`src/rtl/sdram_auto_refresh_pkg.sv`:
```
// Shared definitions for the SDRAM auto-refresh engine: command encodings,
// address width, default timing and the FSM state type.
package sdram_auto_refresh_pkg;

    localparam int ASIZE          = 13;
    localparam int REF_PERIOD_DEF = 780;
    localparam int TRP_CLK_DEF    = 2;
    localparam int TRC_CLK_DEF    = 7;
    localparam int A10            = 10;

    // {CS_N, RAS_N, CAS_N, WE_N}
    localparam logic [3:0] CMD_NOP       = 4'b0111;
    localparam logic [3:0] CMD_PRECHARGE = 4'b0010;
    localparam logic [3:0] CMD_AREF      = 4'b0001;

    typedef enum logic [2:0] {
        ST_IDLE     = 3'd0,
        ST_REQ      = 3'd1,
        ST_PRE      = 3'd2,
        ST_WAIT_TRP = 3'd3,
        ST_AREF     = 3'd4,
        ST_WAIT_TRC = 3'd5,
        ST_DONE     = 3'd6
    } ref_state_e;

    function automatic int max_int(input int a, input int b);
        return (a > b) ? a : b;
    endfunction

endpackage

```
`src/rtl/sdram_auto_refresh_timer.sv`:
```
// Refresh interval timer: counts REF_PERIOD clocks while init_done is high and
// raises pending on each wrap; a wrap that finds pending still set flags overrun.
module sdram_ref_timer #(
    parameter int REF_PERIOD = 780
) (
    input  logic CLK,
    input  logic RST_N,
    input  logic init_done,
    input  logic clr_pending,
    output logic pending,
    output logic overrun
);
    localparam int CNT_W = $clog2(REF_PERIOD);

    logic [CNT_W-1:0] cnt_q, cnt_d;
    logic             pending_q, pending_d;
    logic             overrun_q, overrun_d;
    logic             wrap;

    always_comb begin
        wrap      = init_done && (cnt_q == CNT_W'(REF_PERIOD - 1));
        cnt_d     = '0;
        pending_d = 1'b0;
        overrun_d = overrun_q;
        if (init_done) begin
            cnt_d = wrap ? '0 : cnt_q + 1'b1;
            // A new period outranks a grant landing on the same edge.
            if (wrap)
                pending_d = 1'b1;
            else if (clr_pending)
                pending_d = 1'b0;
            else
                pending_d = pending_q;
            if (wrap && pending_q && !clr_pending)
                overrun_d = 1'b1;
        end
    end

    always_ff @(posedge CLK or negedge RST_N) begin
        if (!RST_N) begin
            cnt_q     <= '0;
            pending_q <= 1'b0;
            overrun_q <= 1'b0;
        end else begin
            cnt_q     <= cnt_d;
            pending_q <= pending_d;
            overrun_q <= overrun_d;
        end
    end

    assign pending = pending_q;
    assign overrun = overrun_q;

endmodule

```
`src/rtl/sdram_auto_refresh.sv`:
```
// Periodic AUTO REFRESH engine: PRECHARGE ALL then AUTO REFRESH on each grant.
// Build option SDRAM_REF_DOUBLE_EN issues a second AREF/tRC pair per request.
module sdram_auto_refresh
    import sdram_auto_refresh_pkg::*;
#(
    parameter int REF_PERIOD = REF_PERIOD_DEF,
    parameter int TRP_CLK    = TRP_CLK_DEF,
    parameter int TRC_CLK    = TRC_CLK_DEF
) (
    input  logic             CLK,
    input  logic             RST_N,
    input  logic             init_done,
    input  logic             ref_en,
    output logic             ref_req,
    output logic             ref_done,
    output logic             ref_overrun,
    output logic [3:0]       command,
    output logic [ASIZE-1:0] saddr,
    output logic [2:0]       state_dbg
);
    localparam int DLY_W = $clog2(max_int(TRP_CLK, TRC_CLK) + 1);

    ref_state_e       state_q, state_d;
    logic [DLY_W-1:0] dly_q, dly_d;
    logic             ref_req_q, ref_req_d;
    logic             ref_done_q, ref_done_d;
    logic [3:0]       command_q, command_d;
    logic [ASIZE-1:0] saddr_q, saddr_d;
    logic             pending;
    logic             clr_pending;
`ifdef SDRAM_REF_DOUBLE_EN
    logic             second_q, second_d;
`endif

    sdram_ref_timer #(.REF_PERIOD(REF_PERIOD)) u_timer (
        .CLK         (CLK),
        .RST_N       (RST_N),
        .init_done   (init_done),
        .clr_pending (clr_pending),
        .pending     (pending),
        .overrun     (ref_overrun)
    );

    // Handshake: ref_req stays high in REQ until ref_en is sampled high on an
    // edge; that edge is the grant, drops ref_req and clears pending.
    always_comb begin
        state_d     = state_q;
        dly_d       = dly_q;
        ref_req_d   = 1'b0;
        ref_done_d  = 1'b0;
        command_d   = CMD_NOP;
        saddr_d     = '0;
        clr_pending = 1'b0;
`ifdef SDRAM_REF_DOUBLE_EN
        second_d    = second_q;
`endif
        if (!init_done) begin
            state_d = ST_IDLE;
            dly_d   = '0;
`ifdef SDRAM_REF_DOUBLE_EN
            second_d = 1'b0;
`endif
        end else begin
            case (state_q)
                ST_IDLE: begin
                    if (pending) begin
                        state_d   = ST_REQ;
                        ref_req_d = 1'b1;
                    end
                end
                ST_REQ: begin
                    if (ref_en) begin
                        state_d     = ST_PRE;
                        clr_pending = 1'b1;
                    end else begin
                        ref_req_d = 1'b1;
                    end
                end
                ST_PRE: begin
                    command_d    = CMD_PRECHARGE;
                    saddr_d[A10] = 1'b1;
                    dly_d        = DLY_W'(TRP_CLK - 1);
                    state_d      = ST_WAIT_TRP;
                end
                ST_WAIT_TRP: begin
                    if (dly_q == '0) state_d = ST_AREF;
                    else             dly_d   = dly_q - 1'b1;
                end
                ST_AREF: begin
                    command_d = CMD_AREF;
                    dly_d     = DLY_W'(TRC_CLK - 1);
                    state_d   = ST_WAIT_TRC;
                end
                ST_WAIT_TRC: begin
                    if (dly_q == '0) begin
`ifdef SDRAM_REF_DOUBLE_EN
                        if (!second_q) begin
                            state_d  = ST_AREF;
                            second_d = 1'b1;
                        end else begin
                            state_d = ST_DONE;
                        end
`else
                        state_d = ST_DONE;
`endif
                    end else begin
                        dly_d = dly_q - 1'b1;
                    end
                end
                ST_DONE: begin
                    ref_done_d = 1'b1;
                    state_d    = ST_IDLE;
`ifdef SDRAM_REF_DOUBLE_EN
                    second_d   = 1'b0;
`endif
                end
                default: state_d = ST_IDLE;
            endcase
        end
    end

    always_ff @(posedge CLK or negedge RST_N) begin
        if (!RST_N) begin
            state_q    <= ST_IDLE;
            dly_q      <= '0;
            ref_req_q  <= 1'b0;
            ref_done_q <= 1'b0;
            command_q  <= CMD_NOP;
            saddr_q    <= '0;
`ifdef SDRAM_REF_DOUBLE_EN
            second_q   <= 1'b0;
`endif
        end else begin
            state_q    <= state_d;
            dly_q      <= dly_d;
            ref_req_q  <= ref_req_d;
            ref_done_q <= ref_done_d;
            command_q  <= command_d;
            saddr_q    <= saddr_d;
`ifdef SDRAM_REF_DOUBLE_EN
            second_q   <= second_d;
`endif
        end
    end

    assign ref_req   = ref_req_q;
    assign ref_done  = ref_done_q;
    assign command   = command_q;
    assign saddr     = saddr_q;
    assign state_dbg = state_q;

endmodule

```
`config.mk`:
```
export PLATFORM = sky130hd
export DESIGN_NAME = sdram_auto_refresh
export DESIGN_NICKNAME = d
export VERILOG_FILES = /design/src/rtl/sdram_auto_refresh_pkg.sv /design/src/rtl/sdram_auto_refresh_timer.sv /design/src/rtl/sdram_auto_refresh.sv
export SDC_FILE = /design/constraint.sdc
export NUM_CORES = 1
export LEC_CHECK = 0
export CAP_MARGIN = 20
export CORE_MARGIN = 2
export CORE_UTILIZATION = 45
export DETAILED_ROUTE_END_ITERATION = 8
export PLACE_DENSITY = 0.73
export RECOVER_POWER = 100
export SLEW_MARGIN = 20
export SYNTH_ARGS = -nofsm -noshare
export SYNTH_HDL_FRONTEND = slang
export SYNTH_SLANG_ARGS = --single-unit
```
`constraint.sdc`:
```
create_clock -name CLK -period 2.4 [get_ports CLK]
set_clock_uncertainty 0.2 [all_clocks]
set_input_delay 0.48 -clock CLK [delete_from_list [all_inputs] [get_ports CLK]]
set_output_delay 0.48 -clock CLK [all_outputs]
set_load 0.01 [all_outputs]
```
==> load_flow_metrics.sql, run 1 <==
INSERT INTO impl_metrics (metric_group, metric, value, unit) VALUES
('status', 'status', 'finished, final reports clean', ''),
('grt', 'grt_first_pass_wirelength', '4120', 'µm'),
('clock_tree', 'cts_hold_buf', '0', ''),
('floorplanning', 'floorplan.die_area', '3430', 'µm²'),
('timing', 'worstMarginPinSlew', '1220', 'ps'),
('clock_tree', 'cts_max_level', '1', ''),
('synthesis', 'yosys_warnings', '0', ''),
('clock_tree', 'cts_setup_buffers', '0', ''),
('clock_tree', 'cts.root.buffer_cell', 'sky130_fd_sc_hd__clkbuf_4', ''),
('detailed_routing', 'total_wire_length_after_detailed_routing', '2310', 'µm'),
('timing', 'finalHoldViolations', '0', ''),
('worst_setup_path', 'crit_arrival', '2260', 'ps'),
('detailed_routing', 'drt-pass1-iter-count', '4', ''),
('finish', 'n_antenna_cell', '0', ''),
('synthesis', 'post_synth_edffs', '0', ''),
('timing', 'grt_setup_unrepaired', 'no', ''),
('synthesis', 'post_synth_inst_count', '138', ''),
('finish', 'design_area', '1440', 'µm²'),
('synthesis', 'synth_async_sr_flop_share', '1.00', ''),
('pwr', 'max-vdd-ir-drop', '0.284', 'mV'),
('worst_setup_path', 'timing.critical_path.slowest_stage_cell', 'sky130_fd_sc_hd__o31ai_1', ''),
('timing', 'final_min_period_over_clock_period', '0.957', ''),
('worst_setup_path', 'critical_path_capture_point_type', 'flip-flop', ''),
('floorplanning', 'initial_utilization', '0.481', ''),
('synthesis', 'post_synth.cell_area_avg', '9.70', 'µm²'),
('placed_design', 'routabilityCongestion', '0.725', ''),
('worst_setup_path', 'slowest_delay', '800', 'ps'),
('clock_tree', 'clock_transition_at_path_regs', '130', 'ps'),
('floorplanning', 'num_io_pins', '27', ''),
('detailed_routing', 'number_of_drc_markers_after_the_initial_detailed_route_iteration', '25', ''),
('grt', 'first_global_vias', '949', ''),
('worst_setup_path', 'startpoint_type', 'flip-flop', ''),
('grt', 'grt_overflow', '0', ''),
('grt', 'grt_antenna_before_repair', '0', ''),
('detailed_routing', 'drcViolationCount', '0', ''),
('timing', 'worst_slew_margin_rel', '0.186', ''),
('worst_setup_path', 'worst-path-max-fanout', '8', ''),
('clock_tree', 'clk_path_buf_depth', '2', ''),
('pwr', 'p_leak', '0.610', 'nW'),
('clock_tree', 'insertion_delay', '310', 'ps'),
('synthesis', 'netlist_area', '1340', 'µm²'),
('synthesis', 'synth_largest_type_area_fraction', '0.393', ''),
('grt', 'largest_net_degree_at_the_start_of_global_routing', '25', ''),
('synthesis', 'synth_most_common_cell', 'sky130_fd_sc_hd__dfrtp_1', ''),
('clock_tree', 'cts_sinks', '24', ''),
('worst_setup_path', 'path_type_of_the_worst_setup_path', 'reg2reg', ''),
('finish', 'fin_nets', '158', ''),
('job', 'max-cap-violations', '0', ''),
('timing', 'timing.final.max_slew_violations', '0', ''),
('synthesis', 'yosys_register_bits', '24', ''),
('floorplanning', 'floorplan.die.width', '58.5', 'µm'),
('synthesis', 'netlist.top_cell.by_area', 'sky130_fd_sc_hd__dfrtp_1', ''),
('pwr', 'fin_total_pwr', '638', 'µW'),
('pwr', 'power.density', '442', 'nW/µm²'),
('clock_tree', 'post_cts.resized_instances', '0', ''),
('placed_design', 'post_dp_cell_area', '1440', 'µm²'),
('floorplanning', 'chipHeight', '58.5', 'µm'),
('placed_design', 'port_buffers', '13', ''),
('floorplanning', 'core_area', '2780', 'µm²'),
('worst_setup_path', 'timing.critical_path.max_delay_family', 'compound AO/OA/AOI/OAI gates', ''),
('synthesis', 'synth_sequential_area_ratio', '0.451', ''),
('finish', 'drive_gt1_frac', '0.0800', ''),
('timing', 'max_clock_freq', '436', 'MHz'),
('synthesis', 'synth.top_cells.by_count', 'sky130_fd_sc_hd__dfrtp_1 (21), sky130_fd_sc_hd__buf_4 (13), sky130_fd_sc_hd__nor2_1 (10)', ''),
('worst_setup_path', 'worstPathBufferInverterCount', '0', ''),
('timing', 'post_layout_min_period', '2300', 'ps'),
('worst_setup_path', 'required', '2370', 'ps'),
('grt', 'global_route.usage.total', '0.158', ''),
('floorplanning', 'floorplan.rows', '19', ''),
('timing', 'fin_tns_setup', '0', 'ps'),
('timing', 'setup-violations-final', '0', '');
==> sequential cells by signal (all words and copies together), names as in the netlist <==
signal	flops
command	3
dly_q	3
ref_done	1
ref_req	1
saddr	1
state_dbg	3
u_timer.cnt_q	10
u_timer.overrun	1
u_timer.pending	1
==> power breakdown <==
group | internal (mW) | switching [mW]
logic | 0.0113 | 0.0280
clock network | 0.0651 | 0.120
registers | 0.409 | 0.00480
total | 0.485 | 0.153
==> placed cells by master (no fill, tap or decap), drive strengths merged, types with 3 or more instances in the layout <==
master and count:
dfrtp 21, conb 13, dlygate4sd3 11, nor2 10, nand2 8, a21oi 8, inv 8, o21ai 7
clkbuf 6, or3 5, nand3 4, o31ai 4, nand2b 4, a221oi 3, ha 3, dfstp 3
and3 3
==> worst reg2reg max path: cells and delay by family, from the launching register on <==
| family | cells | cell delay [ps] |
|---|---|---|
| AOI/OAI and AO/OA | 1 | 800 |
| DFF | 1 | 480 |
| and+or+nand+nor | 2 | 670 |
==> through the flow <==
stage	instances	worst slack (ps)	util
2_1_floorplan	150	681	-
3_3_place_gp	177	538	0.519
3_5_place_dp	177	511	0.519
4_1_cts	181	164	0.529
5_1_grt	181	46.3	0.519
6_report	181	104	0.519
==> final timing paths <==
path | start | to | slack (ps) | depth (start not counted)
min in group asynchronous | RST_N | u_timer.cnt_q[5]$_DFF_PN0_ | 720 | 2
max | u_timer.cnt_q[2]$_DFF_PN0_ | u_timer.cnt_q[3]$_DFF_PN0_ | 100 | 3
max in group asynchronous | RST_N | dly_q[1]$_DFFE_PN0P_ | 560 | 2
max reg2reg | u_timer.cnt_q[2]$_DFF_PN0_ | u_timer.cnt_q[3]$_DFF_PN0_ | 100 | 3
min reg2reg | u_timer.cnt_q[0]$_DFF_PN0_ | u_timer.cnt_q[0]$_DFF_PN0_ | 300 | 1
min | u_timer.cnt_q[0]$_DFF_PN0_ | u_timer.cnt_q[0]$_DFF_PN0_ | 300 | 1
==> logic make-up (layout without fill, tap and decap cells) <==
group                    Yosys count  in the layout  synth area share
XOR/XNOR                           3              3            0.0196
AO/OA/AOI/OAI                     32             32             0.166
other                              1             13           0.00280
AND/OR/NAND/NOR                   46             46             0.204
adder cells (fa/ha/maj)            3              3            0.0280
flip-flops                        24             24             0.451
multiplexers                       1              1           0.00748
buffers and inverters             28             28             0.121
==> cell type report <==
class                      count  area (µm²)
clock buffer                   4        26.3
fill                         264        1340
inverter                       8        30.0
multi-input combinational     98         599
sequential                    24         604
tap                           31        38.8
timing repair buffer          16         145
==> layer usage <==
metal | part of all wire | GRT usage | wire, µm | vias to the layer above
li1 | - | - | - | 481
met1 | 0.46 | 0.206 | 1070 | 474
met3 | 0.061 | 0.0286 | 142 | 5
met2 | 0.45 | 0.247 | 1050 | 39
met5 | 0 | 0 | 0 | -
met4 | 0.025 | 0.0897 | 57 | 0
Power figures use the tool's default switching activity.
==> run 2, diff against run 1 <==
- GPL_TIMING_DRIVEN: not set -> 1
- MAX_ROUTING_LAYER: not set -> met4
==> run 2 against run 1 <==
- non-clock buffer count unchanged
- cell area up 0.26%
- routed wire length down 0.43%
==> load_flow_metrics.sql, run 2 (same netlist as run 1, synthesis figures left out) <==
INSERT INTO impl_metrics (metric_group, metric, value, unit) VALUES
('status', 'status', 'finished, final reports clean', ''),
('finish', 'final_core_utilization', '0.520', ''),
('timing', 'worstMarginPinSlew', '1220', 'ps'),
('worst_setup_path', 'endpoint_of_the_worst_register_to_register_path', 'u_timer.cnt_q[3]$_DFF_PN0_', ''),
('worst_setup_path', 'worstPathBufferInverterCount', '1', ''),
('finish', 'largest_register_ffs', '10', ''),
('floorplanning', 'floorplan.rows', '19', ''),
('finish', 'n_antenna_cell', '0', ''),
('clock_tree', 'cts_hold_buf', '0', ''),
('finish', 'final.fill_count', '264', ''),
('clock_tree', 'cts.root.buffer_cell', 'sky130_fd_sc_hd__clkbuf_4', ''),
('timing', 'final_min_period_over_clock_period', '0.934', ''),
('worst_setup_path', 'timing.critical_path.depth', '1', ''),
('job', 'max-cap-violations', '0', ''),
('detailed_routing', 'number_of_drc_markers_after_the_initial_detailed_route_iteration', '23', ''),
('timing', 'post_layout_min_period', '2240', 'ps'),
('finish', 'flow.area_growth_from_synthesis', '8.13', '%'),
('worst_setup_path', 'worst_setup_path_endpoint', 'state_dbg[0]', ''),
('clock_tree', 'cts_sinks', '24', ''),
('placed_design', 'dp_worst_setup_slack', '511', 'ps'),
('finish', 'most_common_library_cell_in_the_layout_ignoring_fill_and_taps', 'sky130_fd_sc_hd__dfrtp_1', ''),
('finish', 'mostFrequentLayoutCells', 'sky130_fd_sc_hd__dfrtp_1 (21), sky130_fd_sc_hd__conb_1 (13), sky130_fd_sc_hd__dlygate4sd3_1 (11), sky130_fd_sc_hd__nor2_1 (10)', ''),
('timing', 'worst_slew_margin_rel', '0.189', ''),
('worst_setup_path', 'startpoint_type', 'flip-flop', ''),
('worst_setup_path', 'worst-path-max-fanout', '15', ''),
('floorplanning', 'initial_utilization', '0.481', ''),
('grt', 'first_global_vias', '951', ''),
('placed_design', 'port_buffers', '13', ''),
('grt', 'global_route.usage.total', '0.163', ''),
('worst_setup_path', 'critical_path_capture_point_type', 'primary output', ''),
('clock_tree', 'insertion_delay', '320', 'ps'),
('worst_setup_path', 'crit_arrival', '1560', 'ps'),
('worst_setup_path', 'worst_r2r_path_depth', '3', ''),
('worst_setup_path', 'cp-startpoint', 'state_dbg[0]$_DFFE_PN0P_', ''),
('grt', 'grt_antenna_before_repair', '0', ''),
('floorplanning', 'num_io_pins', '27', ''),
('clock_tree', 'tritoncts.num_buffers', '3', ''),
('timing', 'layout_setup_ws', '157', 'ps'),
('worst_setup_path', 'worst-r2r-setup-slack', '240', 'ps'),
('timing', 'finalHoldViolations', '0', ''),
('worst_setup_path', 'required', '1720', 'ps'),
('pwr', 'max-vdd-ir-drop', '0.284', 'mV'),
('pwr', 'p_leak', '0.609', 'nW'),
('detailed_routing', 'detailroute.via_count', '997', ''),
('worst_setup_path', 'timing.critical_path.slowest_stage_cell', 'sky130_fd_sc_hd__dfrtp_1', ''),
('detailed_routing', 'total_wire_length_after_detailed_routing', '2300', 'µm'),
('timing', 'timing.final.max_slew_violations', '0', ''),
('worst_setup_path', 'timing.critical_path.max_delay_family', 'flip-flops', ''),
('detailed_routing', 'routedWlPerCell', '12.7', 'µm'),
('clock_tree', 'cts_setup_buffers', '0', ''),
('worst_hold_path', 'worst_hold_path_type', 'reg2reg', ''),
('grt', 'largest_net_degree_at_the_start_of_global_routing', '25', ''),
('grt', 'grt_overflow', '0', ''),
('pwr', 'power.density', '441', 'nW/µm²'),
('worst_setup_path', 'path_type_of_the_worst_setup_path', 'reg2out', ''),
('placed_design', 'hpwlAfterDp', '1700', 'µm'),
('clock_tree', 'post_cts.resized_instances', '0', ''),
('clock_tree', 'clk_path_buf_depth', '2', ''),
('grt', 'grt_first_pass_wirelength', '4110', 'µm'),
('floorplanning', 'core_area', '2780', 'µm²'),
('worst_setup_path', 'path_cells', 'clkdlybuf4s50_1', ''),
('clock_tree', 'clock_transition_at_path_regs', '130', 'ps'),
('floorplanning', 'chipHeight', '58.5', 'µm'),
('clock_tree', 'cts_tree', 'done', ''),
('worst_setup_path', 'slowest_delay', '620', 'ps'),
('placed_design', 'routabilityCongestion', '0.734', ''),
('worst_setup_path', 'crit-reg2reg-launch', 'u_timer.cnt_q[2]$_DFF_PN0_', ''),
('finish', 'drive_gt1_frac', '0.0800', ''),
('detailed_routing', 'route.detailed.vias_per_inst', '5.51', ''),
('finish', 'fin_nets', '158', ''),
('detailed_routing', 'drt-pass1-iter-count', '4', ''),
('finish', 'regMostFlops', 'u_timer.cnt_q', ''),
('timing', 'grt_setup_unrepaired', 'no', ''),
('detailed_routing', 'drcViolationCount', '0', ''),
('worst_hold_path', 'holdPathStages', '1', ''),
('detailed_routing', 'drt.antenna.violating_nets', '0', ''),
('timing', 'fin_tns_setup', '0', 'ps'),
('floorplanning', 'floorplan.die.width', '58.5', 'µm'),
('timing', 'max_clock_freq', '446', 'MHz'),
('clock_tree', 'cts_max_level', '1', ''),
('timing', 'setup-violations-final', '0', ''),
('floorplanning', 'floorplan.die_area', '3430', 'µm²');
-- run 2: cell counts in the layout (fill, tap and decap cells not counted) --
Identical to the previous run, type by type.
-- run 2: final cells by class --
cell class | instances | area [µm²] | area share
repair buffers | 16 | 145 | 0.100
flip-flops and latches | 24 | 604 | 0.417
clock buffers | 4 | 26.3 | 0.0182
multi-input cells | 98 | 603 | 0.417
inverters | 8 | 30.0 | 0.0207
well taps | 31 | 38.8 | 0.0268
-- run 2: layer usage --
layer | part of all wire | global-route usage | vias to the layer above
li1 | - | - | 482
met1 | 0.45 | 0.208 | 466
met2 | 0.45 | 0.247 | 44
met3 | 0.072 | 0.0264 | 5
met4 | 0.025 | 0.0897 | 0
met5 | 0 | - | -
-- run 2: report_power, final --
part	internal (mW)	switching (mW)	total, mW
clock network	0.0651	0.121	0.186
registers	0.409	0.00477	0.414
logic	0.0120	0.0280	0.0400
total	0.486	0.153	0.639
-- run 2: worst min path at each step --
stage | start | to | slack, ps
2_1_floorplan | RST_N | dly_q[0]$_DFFE_PN0P_ | -20
4_1_cts | RST_N | u_timer.cnt_q[0]$_DFF_PN0_ | 300
6_report | u_timer.cnt_q[0]$_DFF_PN0_ | u_timer.cnt_q[0]$_DFF_PN0_ | 300
3_3_place_gp | u_timer.cnt_q[0]$_DFF_PN0_ | u_timer.cnt_q[0]$_DFF_PN0_ | 270
3_5_place_dp | u_timer.overrun$_DFFE_PN0P_ | u_timer.overrun$_DFFE_PN0P_ | 280
5_1_grt | u_timer.cnt_q[0]$_DFF_PN0_ | u_timer.cnt_q[0]$_DFF_PN0_ | 320
-- run 2: through the flow --
stage | hold WS [ps] | cell area [µm²] | instances | power [mW]
after CTS | 301 | 1470 | 181 | 0.646
after detailed placement | 279 | 1440 | 177 | 0.464
final | 297 | 1450 | 181 | 0.639
after global routing | 320 | 1450 | 181 | 0.669
after floorplan | -15.6 | 1380 | 150 | 0.462
after global placement | 274 | 1440 | 177 | 0.463
